--- config.mk ---
export PLATFORM = sky130hd
export DESIGN_NAME = interp_line_sched_flat
export DESIGN_NICKNAME = d
export VERILOG_FILES = /design/src/rtl/interp_line_sched_if.sv /design/src/rtl/interp_line_sched.sv /design/src/flat_wrapper.sv
export SDC_FILE = /design/constraint.sdc
export NUM_CORES = 1
export LEC_CHECK = 0
export ABC_AREA = 0
export BUFFER_PORTS_ARGS = -buffer_cell sky130_fd_sc_hd__buf_4
export CORE_AREA = 2 2 45 47
export CTS_CLUSTER_DIAMETER = 150
export DETAILED_ROUTE_END_ITERATION = 10
export DIE_AREA = 0 0 47 49
export PLACE_DENSITY = 0.86
export SYNTH_ARGS = -nofsm -noshare
export SYNTH_HDL_FRONTEND = slang
export SYNTH_SLANG_ARGS = --single-unit
--- constraint.sdc ---
create_clock -name clk -period 2.3 [get_ports clk]
set_input_delay 0 -clock clk [delete_from_list [all_inputs] [get_ports clk]]
set_output_delay 0 -clock clk [all_outputs]
set_load 0.03 [all_outputs]
--- src/rtl/interp_line_sched_if.sv ---
// Line-scheduler bundle: start/done control, mux and filter handshake, buffer strobes.
// skip_v is present only when INTERP_SCHED_VSKIP_EN is defined.
interface interp_line_sched_if #(
  parameter int unsigned ADDR_W = 4
);
  logic              start;
  logic              ext_valid;
  logic              ext_ready;
  logic              filter_ready;
  logic              select;
  logic              line_valid;
  logic              buf_wr_en;
  logic [ADDR_W-1:0] buf_wr_addr;
  logic              buf_rd_en;
  logic [ADDR_W-1:0] buf_rd_addr;
  logic              busy;
  logic              done;
`ifdef INTERP_SCHED_VSKIP_EN
  logic              skip_v;

  modport master (
    input  start, ext_valid, filter_ready, skip_v,
    output ext_ready, select, line_valid, buf_wr_en, buf_wr_addr,
           buf_rd_en, buf_rd_addr, busy, done
  );

  modport slave (
    output start, ext_valid, filter_ready, skip_v,
    input  ext_ready, select, line_valid, buf_wr_en, buf_wr_addr,
           buf_rd_en, buf_rd_addr, busy, done
  );
`else
  modport master (
    input  start, ext_valid, filter_ready,
    output ext_ready, select, line_valid, buf_wr_en, buf_wr_addr,
           buf_rd_en, buf_rd_addr, busy, done
  );

  modport slave (
    output start, ext_valid, filter_ready,
    input  ext_ready, select, line_valid, buf_wr_en, buf_wr_addr,
           buf_rd_en, buf_rd_addr, busy, done
  );
`endif
endinterface

--- src/rtl/interp_line_sched.sv ---
// Two-pass interpolation scheduler: external lines -> filter -> buffer rows, then buffer
// columns -> filter. INTERP_SCHED_VSKIP_EN adds skip_v to bypass the column pass.
module interp_line_sched #(
  parameter int unsigned N_EXT_LINES = 11,
  parameter int unsigned N_BUF_COLS  = 8,
  parameter int unsigned FILT_LAT    = 4,
  parameter int unsigned ADDR_W      = 4
) (
  input logic                 clk,
  input logic                 rst,
  interp_line_sched_if.master bus
);

  typedef enum logic [2:0] {
    StIdle,
    StLoad,
    StDrain,
    StRead,
    StFlush,
    StFin
  } state_e;

  localparam logic [ADDR_W-1:0] LastRow = ADDR_W'(N_EXT_LINES - 1);
  localparam logic [ADDR_W-1:0] LastCol = ADDR_W'(N_BUF_COLS - 1);

  state_e              state_q;
  logic [ADDR_W-1:0]   ln_cnt_q;
  logic [ADDR_W-1:0]   wr_addr_q;
  logic [ADDR_W-1:0]   rd_addr_q;
  logic [FILT_LAT-1:0] wr_pipe_q;
  logic                rd_en_q;
`ifdef INTERP_SCHED_VSKIP_EN
  logic                skip_q;
`endif

  logic accept;
  logic wr_en;
  logic rd_en;
  logic last_write;

  assign accept     = (state_q == StLoad) && bus.ext_valid && bus.filter_ready;
  assign wr_en      = wr_pipe_q[FILT_LAT-1];
  assign rd_en      = (state_q == StRead) && bus.filter_ready;
  assign last_write = wr_en && (wr_addr_q == LastRow);

  always_ff @(posedge clk) begin
    if (rst) begin
      state_q   <= StIdle;
      ln_cnt_q  <= '0;
      wr_addr_q <= '0;
      rd_addr_q <= '0;
      wr_pipe_q <= '0;
      rd_en_q   <= 1'b0;
`ifdef INTERP_SCHED_VSKIP_EN
      skip_q    <= 1'b0;
`endif
    end else begin
      // The pipe models the filter's fixed latency, so it shifts regardless of ready.
      wr_pipe_q <= FILT_LAT'({wr_pipe_q, accept});
      rd_en_q   <= rd_en;
      if (accept) ln_cnt_q  <= ln_cnt_q + 1'b1;
      if (wr_en)  wr_addr_q <= wr_addr_q + 1'b1;
      if (rd_en)  rd_addr_q <= rd_addr_q + 1'b1;

      case (state_q)
        StIdle: begin
          if (bus.start) begin
            state_q   <= StLoad;
            ln_cnt_q  <= '0;
            wr_addr_q <= '0;
            rd_addr_q <= '0;
`ifdef INTERP_SCHED_VSKIP_EN
            skip_q    <= bus.skip_v;
`endif
          end
        end
        StLoad: begin
          if (accept && (ln_cnt_q == LastRow)) state_q <= StDrain;
        end
        StDrain: begin
`ifdef INTERP_SCHED_VSKIP_EN
          if (last_write) state_q <= skip_q ? StFin : StRead;
`else
          if (last_write) state_q <= StRead;
`endif
        end
        StRead: begin
          if (rd_en && (rd_addr_q == LastCol)) state_q <= StFlush;
        end
        StFlush: state_q <= StFin;
        StFin:   state_q <= StIdle;
        default: state_q <= StIdle;
      endcase
    end
  end

  // rd_en_q is only ever set from READ, so it also covers the FLUSH column.
  always_comb begin
    bus.ext_ready   = (state_q == StLoad) && bus.filter_ready;
    bus.select      = (state_q == StLoad);
    bus.line_valid  = accept || rd_en_q;
    bus.buf_wr_en   = wr_en;
    bus.buf_wr_addr = wr_addr_q;
    bus.buf_rd_en   = rd_en;
    bus.buf_rd_addr = rd_addr_q;
    bus.busy        = (state_q != StIdle);
    bus.done        = (state_q == StFin);
  end

endmodule
--- src/flat_wrapper.sv ---
// flat-port wrapper written by rule: the top's interface ports become plain ports
module interp_line_sched_flat 
#(
  parameter int unsigned N_EXT_LINES = 11,
  parameter int unsigned N_BUF_COLS  = 8,
  parameter int unsigned FILT_LAT    = 4,
  parameter int unsigned ADDR_W      = 4
)
  (clk, rst, bus_start, bus_ext_valid, bus_filter_ready, bus_ext_ready, bus_select, bus_line_valid, bus_buf_wr_en, bus_buf_wr_addr, bus_buf_rd_en, bus_buf_rd_addr, bus_busy, bus_done);
  interp_line_sched_if #(.ADDR_W(ADDR_W)) bus_i ();
  input logic clk;
  input logic rst;
  input wire logic [$bits(bus_i.start)-1:0] bus_start;
  input wire logic [$bits(bus_i.ext_valid)-1:0] bus_ext_valid;
  input wire logic [$bits(bus_i.filter_ready)-1:0] bus_filter_ready;
  output wire logic [$bits(bus_i.ext_ready)-1:0] bus_ext_ready;
  output wire logic [$bits(bus_i.select)-1:0] bus_select;
  output wire logic [$bits(bus_i.line_valid)-1:0] bus_line_valid;
  output wire logic [$bits(bus_i.buf_wr_en)-1:0] bus_buf_wr_en;
  output wire logic [$bits(bus_i.buf_wr_addr)-1:0] bus_buf_wr_addr;
  output wire logic [$bits(bus_i.buf_rd_en)-1:0] bus_buf_rd_en;
  output wire logic [$bits(bus_i.buf_rd_addr)-1:0] bus_buf_rd_addr;
  output wire logic [$bits(bus_i.busy)-1:0] bus_busy;
  output wire logic [$bits(bus_i.done)-1:0] bus_done;
  assign bus_i.start = bus_start;
  assign bus_i.ext_valid = bus_ext_valid;
  assign bus_i.filter_ready = bus_filter_ready;
  assign bus_ext_ready = bus_i.ext_ready;
  assign bus_select = bus_i.select;
  assign bus_line_valid = bus_i.line_valid;
  assign bus_buf_wr_en = bus_i.buf_wr_en;
  assign bus_buf_wr_addr = bus_i.buf_wr_addr;
  assign bus_buf_rd_en = bus_i.buf_rd_en;
  assign bus_buf_rd_addr = bus_i.buf_rd_addr;
  assign bus_busy = bus_i.busy;
  assign bus_done = bus_i.done;
  interp_line_sched #(.N_EXT_LINES(N_EXT_LINES), .N_BUF_COLS(N_BUF_COLS), .FILT_LAT(FILT_LAT), .ADDR_W(ADDR_W)) u_core (.clk(clk), .rst(rst), .bus(bus_i));
endmodule
; ---- Word-level counts from Yosys, hierarchy flattened
; Cells that the tools add are included.
[word_totals]
in_bits = 5
wordCells = 46
reg_bits = 20
out_inout_bits = 15
[classes]
addsub = 3
eq_ne = 12
muxes = 14
n_reduce_logical = 11
[ops]
columns = cell, n
row1 = $mux W4, 9
row2 = $pmux W3 S5, 1
row3 = $add A4 B1 Y4 const B, 3
row4 = $mux W3, 4
row5 = $eq A4 B4 Y1 const B, 2
row6 = $logic_and A1 B1 Y1, 7
row7 = $eq A3 B2 Y1 const B, 2
row8 = $eq A3 B3 Y1 const B, 2
row9 = $eq A4 B3 Y1 const B, 1
row10 = $ne A2 B1 Y1 const B, 2
row11 = $ne A2 B2 Y1 const B, 2
row12 = $reduce_and A4 Y1, 1
row13 = $eq A3 B1 Y1 const B, 1
row14 = $logic_not A3 Y1, 1
row15 = $reduce_bool A3 Y1, 1
row16 = $logic_or A1 B1 Y1, 1

; ---- Longest topological paths before layout
; Gate-level depths: netlist of run 1.
[logic_depth]
ltp_word = 6
ltp_mapped = 5
ltp_nobuf = 4

; ---- Worst setup path before layout of run 1
; No wires, ideal clock.
[synth_path]
path_kind = register to register
startpoint = register u_core.rd_addr_q[0], in the netlist u_core.bus.buf_rd_addr[0]
endpoint = register u_core.state_q[0]
period_less_slack_ps = 1397
stages_incl_launch_ff = 5
path_buffers = 0
arrival_ps = 1306
setup_slack_ps = 903
setup_time_ps = 91
path_cell_list = dfxtp_1 ha_1 and4b_1 a31o_2 a311oi_1
[synth_between]
elab_chain_len = 4
[synth_rtl]
columns = element, line
row1 = from (decl), interp_line_sched.sv:29  ; logic [ADDR_W-1:0] rd_addr_q;
row2 = from (signal assigned), interp_line_sched.sv:63  ; if (rd_en) rd_addr_q <= rd_addr_q + 1'b1;
row3 = $eq A4 B3 Y1, interp_line_sched.sv:88  ; if (rd_en && (rd_addr_q == LastCol)) state_q <= StFlush;
row4 = $logic_and A1 B1 Y1, interp_line_sched.sv:88
row5 = $ne A2 B2 Y1 (no line), -
row6 = $reduce_and A4 Y1 (no line), -
row7 = to (signal assigned), interp_line_sched.sv:88
row8 = to (signal assigned), interp_line_sched.sv:90  ; StFlush: state_q <= StFin;
row9 = to (signal assigned), interp_line_sched.sv:91  ; StFin: state_q <= StIdle;
row10 = to (decl), interp_line_sched.sv:26  ; state_e state_q;
; No other way between the ends.
; A chain may end at the register's enable or synchronous reset.

; ---- Final worst setup path of run 1
[layout_path]
startpoint = register u_core.state_q[1]
endpoint = output port bus_line_valid
[layout_between]
elab_chain_len = 4
[layout_rtl]
columns = element, line
row1 = from (signal assigned), interp_line_sched.sv:48  ; state_q <= StIdle;
row2 = from (signal assigned), interp_line_sched.sv:68  ; state_q <= StLoad;
row3 = from (signal assigned), interp_line_sched.sv:78  ; if (accept && (ln_cnt_q == LastRow)) state_q <= StDrain;
row4 = $eq A3 B1 Y1, interp_line_sched.sv:41  ; assign accept = (state_q == StLoad) && bus.ext_valid && bus.filter_ready;
row5 = $logic_and A1 B1 Y1 (2 in series), interp_line_sched.sv:41
row6 = $logic_or A1 B1 Y1, interp_line_sched.sv:101  ; bus.line_valid = accept || rd_en_q;
row7 = to (decl), flat_wrapper.sv:18  ; output wire logic [$bits(bus_i.line_valid)-1:0] bus_line_valid;
; No other way between the ends.

==> results.toml, run 1 <==
[yosys]
synth_cell_types = 30
synth_ff_type = "dfxtp_1"
netlist_area_um2 = 964.7
synth_nets = 108
synthCells = 98
synth.avg_cell_area_um2 = 9.844
synth_seq_cells = 20
yosys_warnings = 0
synth-async-reset-ratio_pct = 0
synth-edff-count = 0
yosysSeqAreaShare_pct = 41.50

[timing]
tightest_slew_ns = 0.4189
finClkSkew_ns = 0.006184
slew_headroom_pct = 72.04
fmax_mhz = 635.3
period_share_pct = 68.44
setup_violations = 0
setup_tns_ns = 0
final.min_clock_period_ns = 1.574
rsz0062_at_grt = "no"
slew_violations = 0
hold_viol_final = 0
whs_ns = 0.02214

[floorplanning]
rows = 16
die_w_um = 47
initial_core_util_pct = 52.38
dieArea_um2 = 2303
core_um2 = 1842
io_pins = 20
die_h_um = 49

[clocking]
clk_pin_slew_ns = 0.10
cts_tree = "yes"
post-cts-setup-buffers = 0
cts_made_buffers = 3
clock_latency_ns = 0.29
htree_levels = 1
clkSinkCount = 20
clock-root-buffer = "clkbuf_4"
cts.path.max_buffers = 2

[worst_setup_path]
cp.required_ns = 2.30
endpoint = "bus_line_valid"
r2r_end = "u_core.state_q[0]"
crit_fanout = 10
r2r_setup_slack_ns = 0.90
crit_arrival_ns = 1.57
cp-end-kind = "output pin"
reg2regPathDepth = 4
critPathLaunch = "u_core.state_q[1]"
critPathLaunchType = "flop"
setup.worst_path.class = "flop to output pin"
rr_startpoint = "u_core.bus.buf_rd_addr[0]"

[detailed_routing]
viasPerCell = 5.228
dr.pass1.iters = 4
vias = 758
drc = 0
antenna_left = 0
drtIter0Drc = 11
totalWireLength_mm = 1.739
wl_per_cell_um = 11.99

[power]
clkPwrFrac_pct = 27.3
power.density_nw_per_um2 = 496.3
switching_share_pct = 23.59
p_comb_share_pct = 9.9
irDropWorstVdd_v = 0.0002132
leakage_nw = 0.4914
intPower_mw = 0.4322
p_sw_mw = 0.1335
power_frac_seq_pct = 62.8

[grt]
grt_max_degree = 13
grt_pass1_vias = 661
grt_overflow = 0
grt.total_usage_pct = 16.76
antenna_found_initial = 0
grt_pass1_wl_mm = 2.842

[final_layout]
final_core_util_pct = 61.89
final_common_cell = "dfxtp_1"
drive_gt1_share_pct = 25.42
nNetsFinal = 130
fillers = 166
syn_to_final_growth_pct = 18.16
multi_input_area_um2 = 504.2
n_antenna_cell = 0
seqCellArea_um2 = 400.4
final_cell_mix = "20 x dfxtp_1, 19 x buf_4, 10 x nor2_1"

[place]
post-dp-hpwl_mm = 1.318
gp_congestion = 0.7673
io_buffers = 19

[job]
cap_violations = 0

[hold_path]
min_from = "bus_ext_valid"
hp-class = "input pin to flop"

[outcome]
outcome = "finished clean"
==> metrics by stage <==
step                std cells  setup slack, ns  cell area, um^2  total power, mW
global route              145           0.6601             1140           0.5895
global placement          141           0.9439             1107           0.4160
floorplan                  98           0.9035            964.7           0.4004
CTS                       145           0.7440             1140           0.5693
detailed placement        141           0.9073             1107           0.4177
finish                    145           0.7260             1140           0.5657
==> state kept, by name, indices dropped and copies added (netlist names) <==
name / flops
u_core.wr_pipe_q: 4
u_core.ln_cnt_q: 4
u_core.bus.buf_wr_addr: 4
u_core.rd_en_q: 1
u_core.bus.buf_rd_addr: 4
u_core.state_q: 3
==> cells by family after synthesis <==
logic type,Yosys count,share of synthesized area (%)
simple gates,39,27.89
flops,20,41.50
compound gates,19,13.23
buf+inv,10,6.226
fa+ha+maj,5,6.485
xor+xnor,4,3.632
mux,1,1.038
==> power by group through the flow <==
stage                     Clock [mW]  Sequential (mW)  Combinational, mW
after floorplan                    0            0.359             0.0418
after global placement             0            0.363             0.0533
after detailed placement           0            0.363             0.0546
after CTS                      0.158            0.355             0.0561
after global routing           0.173            0.356             0.0607
final                          0.154            0.355             0.0559
==> synth_stat cells, types with 2 or more instances <==
master | count | area share [%]
or3_1 | 5 | 3.2
nand2_1 | 4 | 1.6
nor2b_1 | 3 | 1.9
nor2_1 | 10 | 3.9
nand4_1 | 2 | 1.3
a21oi_2 | 2 | 1.8
o21ai_0 | 7 | 3.6
a21oi_1 | 5 | 2.6
ha_1 | 5 | 6.5
and4b_1 | 3 | 3.1
nand2b_1 | 2 | 1.3
xor2_1 | 3 | 2.7
buf_6 | 3 | 3.5
inv_1 | 7 | 2.7
nand3_1 | 3 | 1.6
dfxtp_1 | 20 | 42
==> layout make-up <==
type,instances,share of cell area (%)
Clock buffer,3,1.976
Tap cell,27,2.964
Sequential cell,20,35.13
Inverter,7,2.305
Multi-Input combinational cell,68,44.24
Timing Repair Buffer,20,13.39
==> worst max-delay path, stage by stage, from the launching register on <==
cell	delay, ns
dfxtp_1	0.58
nand4bb_4	0.27
inv_1	0.09
nand2_1	0.11
nand2b_1	0.06
buf_4	0.16
==> per-layer routing <==
metal,up-vias,global-route usage [%],wire length [um]
li1,385,-,-
met1,344,23.34,811
met2,25,23.06,790
met3,4,3.704,94
met4,0,9.722,42
met5,-,0,0
==> worst min-delay path by stage <==
stage                                endpoint  depth (start not counted)
after floorplan             u_core.state_q[2]                          1
after global placement      u_core.state_q[2]                          2
after detailed placement  u_core.wr_pipe_q[2]                          2
after CTS                  u_core.ln_cnt_q[0]                          3
after global routing      u_core.wr_pipe_q[0]                          3
final                      u_core.ln_cnt_q[0]                          3
==> repair_timing <==
item / 4_1_cts / 5_1_grt
endpoints found under the setup margin: 0 / 0
hold endpoints to repair: 6 / 0
hold buffers: 1 / 0
resized for setup: 0 / 0
No activity file was read; power rests on OpenSTA's default activity.
==> run 2: changes to the inputs <==
--- a/config.mk
+++ b/config.mk
@@ -7,11 +7,11 @@
 export LEC_CHECK = 0
 export ABC_AREA = 0
 export BUFFER_PORTS_ARGS = -buffer_cell sky130_fd_sc_hd__buf_4
-export CORE_AREA = 2 2 45 47
+export CORE_AREA = 2 2 49 51
 export CTS_CLUSTER_DIAMETER = 150
 export DETAILED_ROUTE_END_ITERATION = 10
-export DIE_AREA = 0 0 47 49
-export PLACE_DENSITY = 0.86
+export DIE_AREA = 0 0 51 53
+export PLACE_DENSITY = 0.78
 export SYNTH_ARGS = -nofsm -noshare
 export SYNTH_HDL_FRONTEND = slang
 export SYNTH_SLANG_ARGS = --single-unit
==> constraint.sdc (replaced) <==
create_clock -name clk -period 1.4 [get_ports clk]
set_input_delay 0 -clock clk [delete_from_list [all_inputs] [get_ports clk]]
set_output_delay 0 -clock clk [all_outputs]
set_load 0.03 [all_outputs]
==> run 2 against run 1 <==
  * Utilization shrank 3.2 points
  * Via count increased by 4.9%
  * Register-to-register slack lost 0.86 ns
  * Die area increased by 17%
  * Sequential power grew 63%
==> results.toml, run 2 (synthesized netlist as in run 1, its figures left out) <==
[grt]
grt_max_degree = 13
grt_overflow = 0
grt_pass1_vias = 719
antenna_found_initial = 0
grt.total_usage_pct = 15.05
grt_pass1_wl_mm = 3.022

[clocking]
cts_tree = "yes"
clock-root-buffer = "clkbuf_4"
clkSinkCount = 20
clk_pin_slew_ns = 0.12
cts.path.max_buffers = 2
htree_levels = 1
cts_made_buffers = 3
clock_latency_ns = 0.30

[worst_setup_path]
crit_fanout = 9
r2r_end = "u_core.ln_cnt_q[2]"
rr_startpoint = "u_core.state_q[1]"
r2r_setup_slack_ns = 0.04
cp-end-kind = "flop"
setup.worst_path.class = "flop to flop"
reg2regPathDepth = 4
critPathLaunch = "u_core.state_q[1]"
critPathLaunchType = "flop"
endpoint = "u_core.ln_cnt_q[2]"
crit_arrival_ns = 1.61
cp.required_ns = 1.65

[final_layout]
nNetsFinal = 139
design_area_um2 = 1260
stdcell_count = 156
final_common_cell = "buf_4"
n_antenna_cell = 0
seqCellArea_um2 = 412.9
drive_gt1_share_pct = 35.16
syn_to_final_growth_pct = 30.61
final_cell_mix = "27 x buf_4, 16 x dfxtp_1, 10 x nor2_1"
multi_input_area_um2 = 510.5
final_core_util_pct = 58.65
fillers = 203

[timing]
finClkSkew_ns = 0.01597
fin_ws_ns = 0.04070
hold_viol_final = 0
fmax_mhz = 735.7
period_share_pct = 97.09
whs_ns = 0.04048
final.min_clock_period_ns = 1.359
setup_violations = 0
tightest_slew_ns = 0.3236
slew_headroom_pct = 78.37
slew_violations = 0
setup_tns_ns = 0

[power]
leakage_nw = 0.5516
intPower_mw = 0.9051
p_total_mw = 1.153
switching_share_pct = 21.51
power.density_nw_per_um2 = 915.2
irDropWorstVdd_v = 0.0006195
p_comb_share_pct = 9.1
clkPwrFrac_pct = 40.6
power_frac_seq_pct = 50.3
p_sw_mw = 0.2480

[place]
post-dp-hpwl_mm = 1.423
dpl-instance-area_um2 = 1131
dp_cells = 145
pre_cts_ws_ns = 0.02548
io_buffers = 19
gp_congestion = 0.8469

[floorplanning]
io_pins = 20
core_um2 = 2148
initial_core_util_pct = 44.90
dieArea_um2 = 2703
die_h_um = 53
rows = 17
die_w_um = 51

[detailed_routing]
totalWireLength_mm = 1.986
dr.pass1.iters = 4
wl_per_cell_um = 12.73
drtIter0Drc = 12
antenna_left = 0
drc = 0
vias = 795
viasPerCell = 5.096

[hold_path]
hp-class = "input pin to flop"

[job]
cap_violations = 0

[outcome]
outcome = "finished clean"
## run 2: what timing repair did
action	CTS	global route
gates resized for setup	3	6
setup endpoints to repair	3	2
pin swaps	1	2
hold buffers	2	0
hold endpoints to repair	7	0
setup buffers	0	5
## run 2: power groups by stage
stage          logic (mW)  registers [mW]  clock network, mW
3_5_place_dp       0.0903           0.596                  0
2_1_floorplan      0.0687           0.589                  0
4_1_cts            0.0954           0.584              0.477
6_report            0.105           0.580              0.469
5_1_grt             0.113           0.581              0.502
3_3_place_gp       0.0875           0.595                  0
## run 2: per-layer routing
metal,up-vias,track usage [%],wire length [um]
met1,369,17.57,873
met5,-,0,0
met3,0,2.542,100
met2,22,27.49,1011
li1,404,-,-
met4,0,5.405,0
## run 2: cell type report
cell class	count	share of cell area, %
Clock buffer	3	1.787
Clock inverter	1	2.383
Inverter	7	2.085
Multi-Input combinational cell	68	40.52
Sequential cell	20	32.77
Tap cell	28	2.781
Timing Repair Buffer	29	17.68
## run 2: how the worst min path moves through the flow
stage               slack (ns)              from                 to  cells past startpoint
floorplan                 0.07               rst  u_core.state_q[2]                      1
global placement          0.23               rst  u_core.state_q[2]                      2
detailed placement        0.23               rst  u_core.state_q[2]                      2
CTS                       0.04  bus_filter_ready     u_core.rd_en_q                      3
global route              0.03  bus_filter_ready     u_core.rd_en_q                      3
finish                    0.04  bus_filter_ready     u_core.rd_en_q                      3
## run 2: critical path, stage by stage (launching register included)
cell and delay, ns:
dfxtp_4 0.39, nand4bb_4 0.27, buf_4 0.17, or3_1 0.36, a21oi_2 0.14
